<file path="config.mk">
export PLATFORM = sky130hd
export DESIGN_NAME = alu_cmd_sequencer
export DESIGN_NICKNAME = d
export VERILOG_FILES = /design/src/rtl/alu_cmd_sequencer.sv
export SDC_FILE = /design/constraint.sdc
export NUM_CORES = 1
export LEC_CHECK = 0
export ABC_AREA = 1
export CAP_MARGIN = 30
export CORE_MARGIN = 2
export CORE_UTILIZATION = 45
export DETAILED_ROUTE_END_ITERATION = 7
export PLACE_DENSITY = 0.84
export SLEW_MARGIN = 15
export SYNTH_ARGS = -nofsm -noshare
export SYNTH_HDL_FRONTEND = slang
export SYNTH_SLANG_ARGS = --single-unit
</file>
<file path="constraint.sdc">
create_clock -name clk -period 3.25 [get_ports clk]
set_input_delay 0.65 -clock clk [delete_from_list [all_inputs] [get_ports clk]]
set_output_delay 0.65 -clock clk [all_outputs]
set_load 0.005 [all_outputs]
</file>
<file path="src/rtl/alu_cmd_sequencer.sv">
// alu_cmd_sequencer
// Command sequencer in front of the combinational alu_flags block. Commands
// arrive over valid/ready. Their fields are registered and drive the ALU for
// exactly one EXEC cycle. The result and status are captured into a response
// register that is held under backpressure. An 8-bit accumulator supports
// chained operations. A sticky status register ORs every captured status, and
// a counter tallies completed operations.
module alu_cmd_sequencer #(
    parameter logic [7:0] ACC_INIT = 8'h00,
    parameter int         COUNT_W  = 8
) (
    input  logic               clk,
    input  logic               rst,

    // command channel
    input  logic               cmd_valid,
    output logic               cmd_ready,
    input  logic [3:0]         cmd_opcode,
    input  logic [7:0]         cmd_op1,
    input  logic [7:0]         cmd_op2,
    input  logic               cmd_use_acc,
    input  logic               cmd_wb,
    input  logic               acc_clear,
    input  logic               sticky_clear,

    // ALU interface
    output logic [7:0]         alu_operand1,
    output logic [7:0]         alu_operand2,
    output logic [3:0]         alu_opcode,
    output logic               alu_enable,
    input  logic [15:0]        alu_result,
    input  logic [3:0]         alu_status,

    // response channel
    output logic               rsp_valid,
    input  logic               rsp_ready,
    output logic [15:0]        rsp_result,
    output logic [3:0]         rsp_status,

    // architectural state
    output logic [7:0]         acc_value,
    output logic [3:0]         sticky_status,
    output logic [COUNT_W-1:0] op_count
);

    typedef enum logic [1:0] {
        IDLE = 2'd0,
        EXEC = 2'd1,
        RESP = 2'd2
    } state_t;

    state_t state;
    state_t state_nxt;
    logic   accept;
    logic   wb_q;

    localparam logic [COUNT_W-1:0] COUNT_ONE = {{(COUNT_W-1){1'b0}}, 1'b1};

    assign accept = cmd_valid & cmd_ready;

    // State register. The FSM has only one real sequential process.
    // NOTE: sequential state always uses non-blocking (<=) so every register samples pre-edge values.
    always_ff @(posedge clk or posedge rst) begin
        if (rst) begin
            state <= IDLE;
        end else begin
            state <= state_nxt;
        end
    end

    // Next-state logic and handshake/enable decode. EXEC always lasts one cycle.
    // NOTE: every output of this block gets a default first, so no path infers a latch.
    always_comb begin
        state_nxt  = state;
        cmd_ready  = 1'b0;
        alu_enable = 1'b0;
        rsp_valid  = 1'b0;
        unique case (state)
            IDLE: begin
                cmd_ready = 1'b1;
                if (cmd_valid) state_nxt = EXEC;
            end
            EXEC: begin
                alu_enable = 1'b1;
                state_nxt  = RESP;
            end
            RESP: begin
                rsp_valid = 1'b1;
                if (rsp_ready) begin
                    cmd_ready = 1'b1;
                    state_nxt = cmd_valid ? EXEC : IDLE;
                end
            end
            default: state_nxt = IDLE;
        endcase
    end

    // Latch the command fields on accept. Operand 1 takes the accumulator
    // value of this cycle, before any coincident acc_clear takes effect.
    always_ff @(posedge clk or posedge rst) begin
        if (rst) begin
            alu_operand1 <= 8'h00;
            alu_operand2 <= 8'h00;
            alu_opcode   <= 4'h0;
            wb_q         <= 1'b0;
        end else if (accept) begin
            alu_operand1 <= cmd_use_acc ? acc_value : cmd_op1;
            alu_operand2 <= cmd_op2;
            alu_opcode   <= cmd_opcode;
            wb_q         <= cmd_wb;
        end
    end

    // Capture the ALU response at the end of EXEC. Hold it until the next EXEC.
    always_ff @(posedge clk or posedge rst) begin
        if (rst) begin
            rsp_result <= 16'h0000;
            rsp_status <= 4'h0;
        end else if (state == EXEC) begin
            rsp_result <= alu_result;
            rsp_status <= alu_status;
        end
    end

    // Accumulator. acc_clear takes priority over an EXEC writeback of result[7:0].
    always_ff @(posedge clk or posedge rst) begin
        if (rst) begin
            acc_value <= ACC_INIT;
        end else if (acc_clear) begin
            acc_value <= ACC_INIT;
        end else if (state == EXEC && wb_q) begin
            acc_value <= alu_result[7:0];
        end
    end

    // Sticky status. The current operation's status survives a coincident clear.
    always_ff @(posedge clk or posedge rst) begin
        if (rst) begin
            sticky_status <= 4'h0;
        end else if (state == EXEC) begin
            sticky_status <= (sticky_clear ? 4'h0 : sticky_status) | alu_status;
        end else if (sticky_clear) begin
            sticky_status <= 4'h0;
        end
    end

    // Completed-operation counter. It wraps naturally at 2^COUNT_W.
    always_ff @(posedge clk or posedge rst) begin
        if (rst) begin
            op_count <= '0;
        end else if (state == EXEC) begin
            op_count <= op_count + COUNT_ONE;
        end
    end

endmodule

</file>
Word-level counts from Yosys, hierarchy flattened
Index checks and enable logic that the tools add are counted. W data, S select, Z words.

Equal/unequal tests: 4. Mux-type cells: 13. Add/sub/neg operators: 1. Bitwise logic cells: 2. Reductions and logical operators: 4.

Operators with widths (number): $mux W8 (3); $add A8 B1 Y8 const B (1); $mux W4 (2); $pmux W2 S3 (1); $mux W1 (4); $mux W2 (2); $ne A2 B2 Y1 const B (2); $or A4 B4 Y4 (1); $eq A2 B1 Y1 const B (1); $eq A2 B2 Y1 const B (1); $logic_not A2 Y1 (1); $pmux W1 S2 (1); $reduce_and A2 Y1 (1); $reduce_bool A2 Y1 (1); $and A1 B1 Y1 (1); $logic_and A1 B1 Y1 (1).

Logic and storage cells: 34. Input bits: 48. Register bits after elaboration: 63. Output and inout port bits: 63.

Logic depth before layout (Yosys ltp)
Depth in word-level cells: 4. Mapped depth: 8. Gate-level depth less buffers: 7.

Worst setup path before layout
OpenSTA, ideal clock, no wires.

Kind: input to output. Start point: input port rsp_ready. End point: output port cmd_ready. Arrival time: 0.815 ns. Required time: 2.600 ns. Stages: 2. Path slack: 1.785 ns. Path buffers: 0. Cell sequence: nor2_2 > nor2_2.

Word-level cells in the longest chain between the ends: 2.

RTL lines: start, declared (RTL line 36) `input logic rsp_ready,`; $mux W1 (RTL line 89) `if (rsp_ready) begin`; $pmux W1 S2 (RTL line 78) `unique case (state)`; end, declared (RTL line 17) `output logic cmd_ready,`.

No other way between the ends.

Worst setup path in the final report
Ends and elaborated chain as after synthesis.

==> metrics.md <==
| Metric | Value |
|---|---|
| YS warnings | `0` |
| Layout area overhead | `53.85%` |
| Power consumption | `2.608 mW` |
| Mapped Area | `2584 µm²` |
| I/O pins | `111` |
| Post-Syn Instances | `304` |
| Setup TNS Final | `0 ps` |
| Largest cells by area after synthesis | `dfrtp_1, nand2_1, inv_1, nand3_1, o21ai_0` |
| Reg2Reg Capture Point | `alu_opcode[3]$_DFFE_PP0P_` |
| Worst-case clock buffer depth | `2` |
| Crit path DAT | `1790 ps` |
| Seq cells post-synth | `63` |
| Syn_nets | `353` |
| Post-Synth XOR/XNOR Area | `1.356%` |
| Routed len/inst | `roughly 12 µm` |
| CP Max Fanout | `2` |
| Critical Path Source Type | `primary input` |
| Simple-gate area share of the yosys netlist | `roughly 28%` |
| Pre-antenna DRT Iters | `4` |
| Final Cycle Share | `75.22%` |
| Via/cell ratio | `4.665` |
| Synth Area per Inst | `8.499 µm²` |
| Synth Area in Compound Gates | `under 10%` |
| Die area | `approximately 6400 µm²` |
| Initial DRC count | `143` |
| Reg2reg path depth | `8` |
| CTS clock-pin slew for the worst setup and hold paths | `roughly 60 ps` |
| Critical Path RT | `2600 ps` |
| Yosys top cell by area | `dfrtp_1` |
| Worst VDD drop | `384.5 µV` |
| Endpoint type of the worst setup path | `output port` |
| Top cell type's share of synthesized area | `between 60% and 70%` |
| Distinct cells, synth | `16` |
| Final setup fails | `0` |
| Post-cts resize count | `0` |
| Slew HR | `58.89%` |
| Top delay family on crit path | `buffers and inverters` |
| Critical path type | `in2out` |
| Hold depth | `2` |
| Post-layout min period | `between 2000 and 2500 ps` |
| # clock sinks | `63` |
| Port bufs | `110` |
| Final #Nets | `468` |
| GP Congestion | `0.7277` |
| Critical-path cell list | `clkdlybuf4s50_1 -> nor2_2 -> nor2_2 -> clkdlybuf4s50_1` |
| Hold endpoint | `rsp_result[7]$_DFFE_PP0P_` |
| Core ar. | `5540 µm²` |
| Hold buffers post-CTS | `0` |
| Dpl cell area | `3766 µm²` |
| First-pass GRT wire length | `~10 mm` |
| Rows | `27` |
| Post-DP HPWL | `4.540 mm` |
| Final instance area | `3975 µm²` |
| Share of cells above drive strength 1 | `6.840%` |
| Setup Skew | `roughly 7.4 ps` |
| Largest family of logic cells by synthesized area | `simple AND/OR/NAND/NOR gates` |
| Multiplexer area fraction after synthesis | `0%` |
| Pwr/cell area | `656.1 nW/µm²` |
| Adder-Cell Fraction of Synth Area | `less than 1%` |
| Slowest CP cell | `clkdlybuf4s50_1` |
| CTS tree | `yes` |
| Die X | `79.78 µm` |
| Finished Layout Cells | `496` |
| Reg2reg setup slack | `between 1500 and 2000 ps` |
| Max Clk Rate | `409.0 MHz` |
| RSZ-0062 raised after global routing | `false` |
| Clock latency on the worst-skew pair | `330 ps` |
| GRT Total Usage | `21.11%` |
| CTS Buf Count | `9` |
| Post-Route WL | `6.182 mm` |
| Fin. Hold Viols | `0` |
| Vias in the first global route | `2325` |
| Drt drc | `0` |
| Placed cells | `480` |
| Post-Route Utilization | `71.75%` |
| Grt ovf | `0` |
| Number of diodes | `0` |
| Largest net degree at the start of global routing | `36` |
| Clock Tree Root | `clkbuf_8` |
| Leakage | `between 2 and 2.5 nW` |
| Post-CTS Repair Setup Buffers | `0` |
| Post-DRT Antenna Nets | `0` |
| Status | `complete, no violations` |
| Antenna violations before repair | `0` |
| Die H | `79.78 µm` |
| Slowest stage delay, CP | `510 ps` |
| Worst hold start | `rsp_result[7]$_DFFE_PP0P_` |
| Sequential fraction of the synthesis area | `61.02%` |
| Pins Over Slew Limit | `0` |
| Worst slew pin tran | `between 600 and 700 ps` |
| Bufs and invs on worst path | `2` |
| Initial Util | `46.64%` |
| Vias | `2314` |
| Max Cap Viol | `0` |
| Hold Crit Class | `reg2reg` |
| Reg-to-Reg Start | `state[1]$_DFFE_PP0P_` |
| H-Tree Level Count | `3` |
## synth_stat cells
| master | n |
|---|---|
| nand2_2 | 2 |
| nor2_2 | 2 |
| inv_1 | 25 |
| dfrtp_1 | 63 |
| buf_2 | 8 |
| clkbuf_1 | 1 |
| o22ai_1 | 3 |
| o21ai_0 | 12 |
| nand2_1 | 160 |
| ha_1 | 1 |
| nor2_4 | 2 |
| xnor2_1 | 1 |
| nand3_1 | 13 |
| nor2_1 | 4 |
| xor2_1 | 3 |
| inv_2 | 4 |
## sequential cells by signal (all words and copies together), names as in the netlist
register and count:
alu_operand2 8, sticky_status 4, alu_operand1 8, state 2
wb_q 1, rsp_status 4, op_count 8, rsp_result 16
alu_opcode 4, acc_value 8
## layout make-up
| type | count | area, µm² |
|---|---|---|
| multi-input cells | 203 | 854.6 |
| well taps | 72 | 90.09 |
| inverters | 29 | 108.9 |
| clock inverters | 3 | 40.04 |
| fillers | 442 | 1565 |
| repair buffers | 113 | 1136 |
| clock buffers | 13 | 168.9 |
| flip-flops and latches | 63 | 1577 |
## per-layer routing
| metal | global-route usage [%] | vias to the layer above | share of wire [%] | wire (µm) |
|---|---|---|---|---|
| met5 | 0 | - | 0 | 0 |
| met4 | 5.932 | 0 | 0.68 | 42 |
| met2 | 35.04 | 75 | 49 | 3053 |
| li1 | - | 1151 | - | - |
| met3 | 9.050 | 4 | 7.7 | 478 |
| met1 | 25.13 | 1084 | 42 | 2608 |
## kinds of logic after synthesis
kind of cell | Yosys count
AOI/OAI and AO/OA | 15
and+or+nand+nor | 183
xor gates and xnor gates | 4
DFF | 63
adders and majority gates | 1
buffers and inverters | 38
## cells in the final DEF (no fill, tap or decap), drive strengths merged
cell type        n
buf              3
o21ai           12
dfrtp           63
ha               1
nand3           13
nand2          162
bufinv           1
o22ai            3
clkinv           2
clkbuf          13
clkdlybuf4s50  110
xnor2            1
nor2             8
inv             29
xor2             3
## worst reg2reg max path: cells and delay by family (launching register included)
| family | cells | cell delay (ps) |
|---|---|---|
| flip-flops | 1 | 410 |
| AND/OR/NAND/NOR | 5 | 400 |
| buffers and inverters | 3 | 630 |
## power breakdown
group / leakage [nW] / switching, mW / internal [mW]
registers: 0.804 / 0.135 / 0.985
clock network: 0.109 / 0.280 / 0.415
logic: 1.10 / 0.307 / 0.486
total: 2.01 / 0.722 / 1.89
## per-stage QoR
stage / hold slack [ps] / setup slack [ps]
after floorplan: 465.4 / 1030
after global placement: 454.8 / 823.7
after detailed placement: 460.4 / 796.2
after CTS: 476.3 / 801.1
after global routing: 498.4 / 727.7
final: 470.7 / 805.3
## worst max-delay path by stage
stage                         startpoint                        to  slack [ps]  cells after the start
floorplan                            rst  acc_value[0]$_DFFE_PP0P_        1030                      1
global placement               rsp_ready                 cmd_ready         820                      4
detailed placement             rsp_ready                 cmd_ready         800                      4
CTS                            rsp_ready                 cmd_ready         800                      4
global route        state[0]$_DFFE_PP0P_                alu_enable         730                      4
finish                         rsp_ready                 cmd_ready         810                      4
Note: power is estimated with default switching activity, not from simulation.
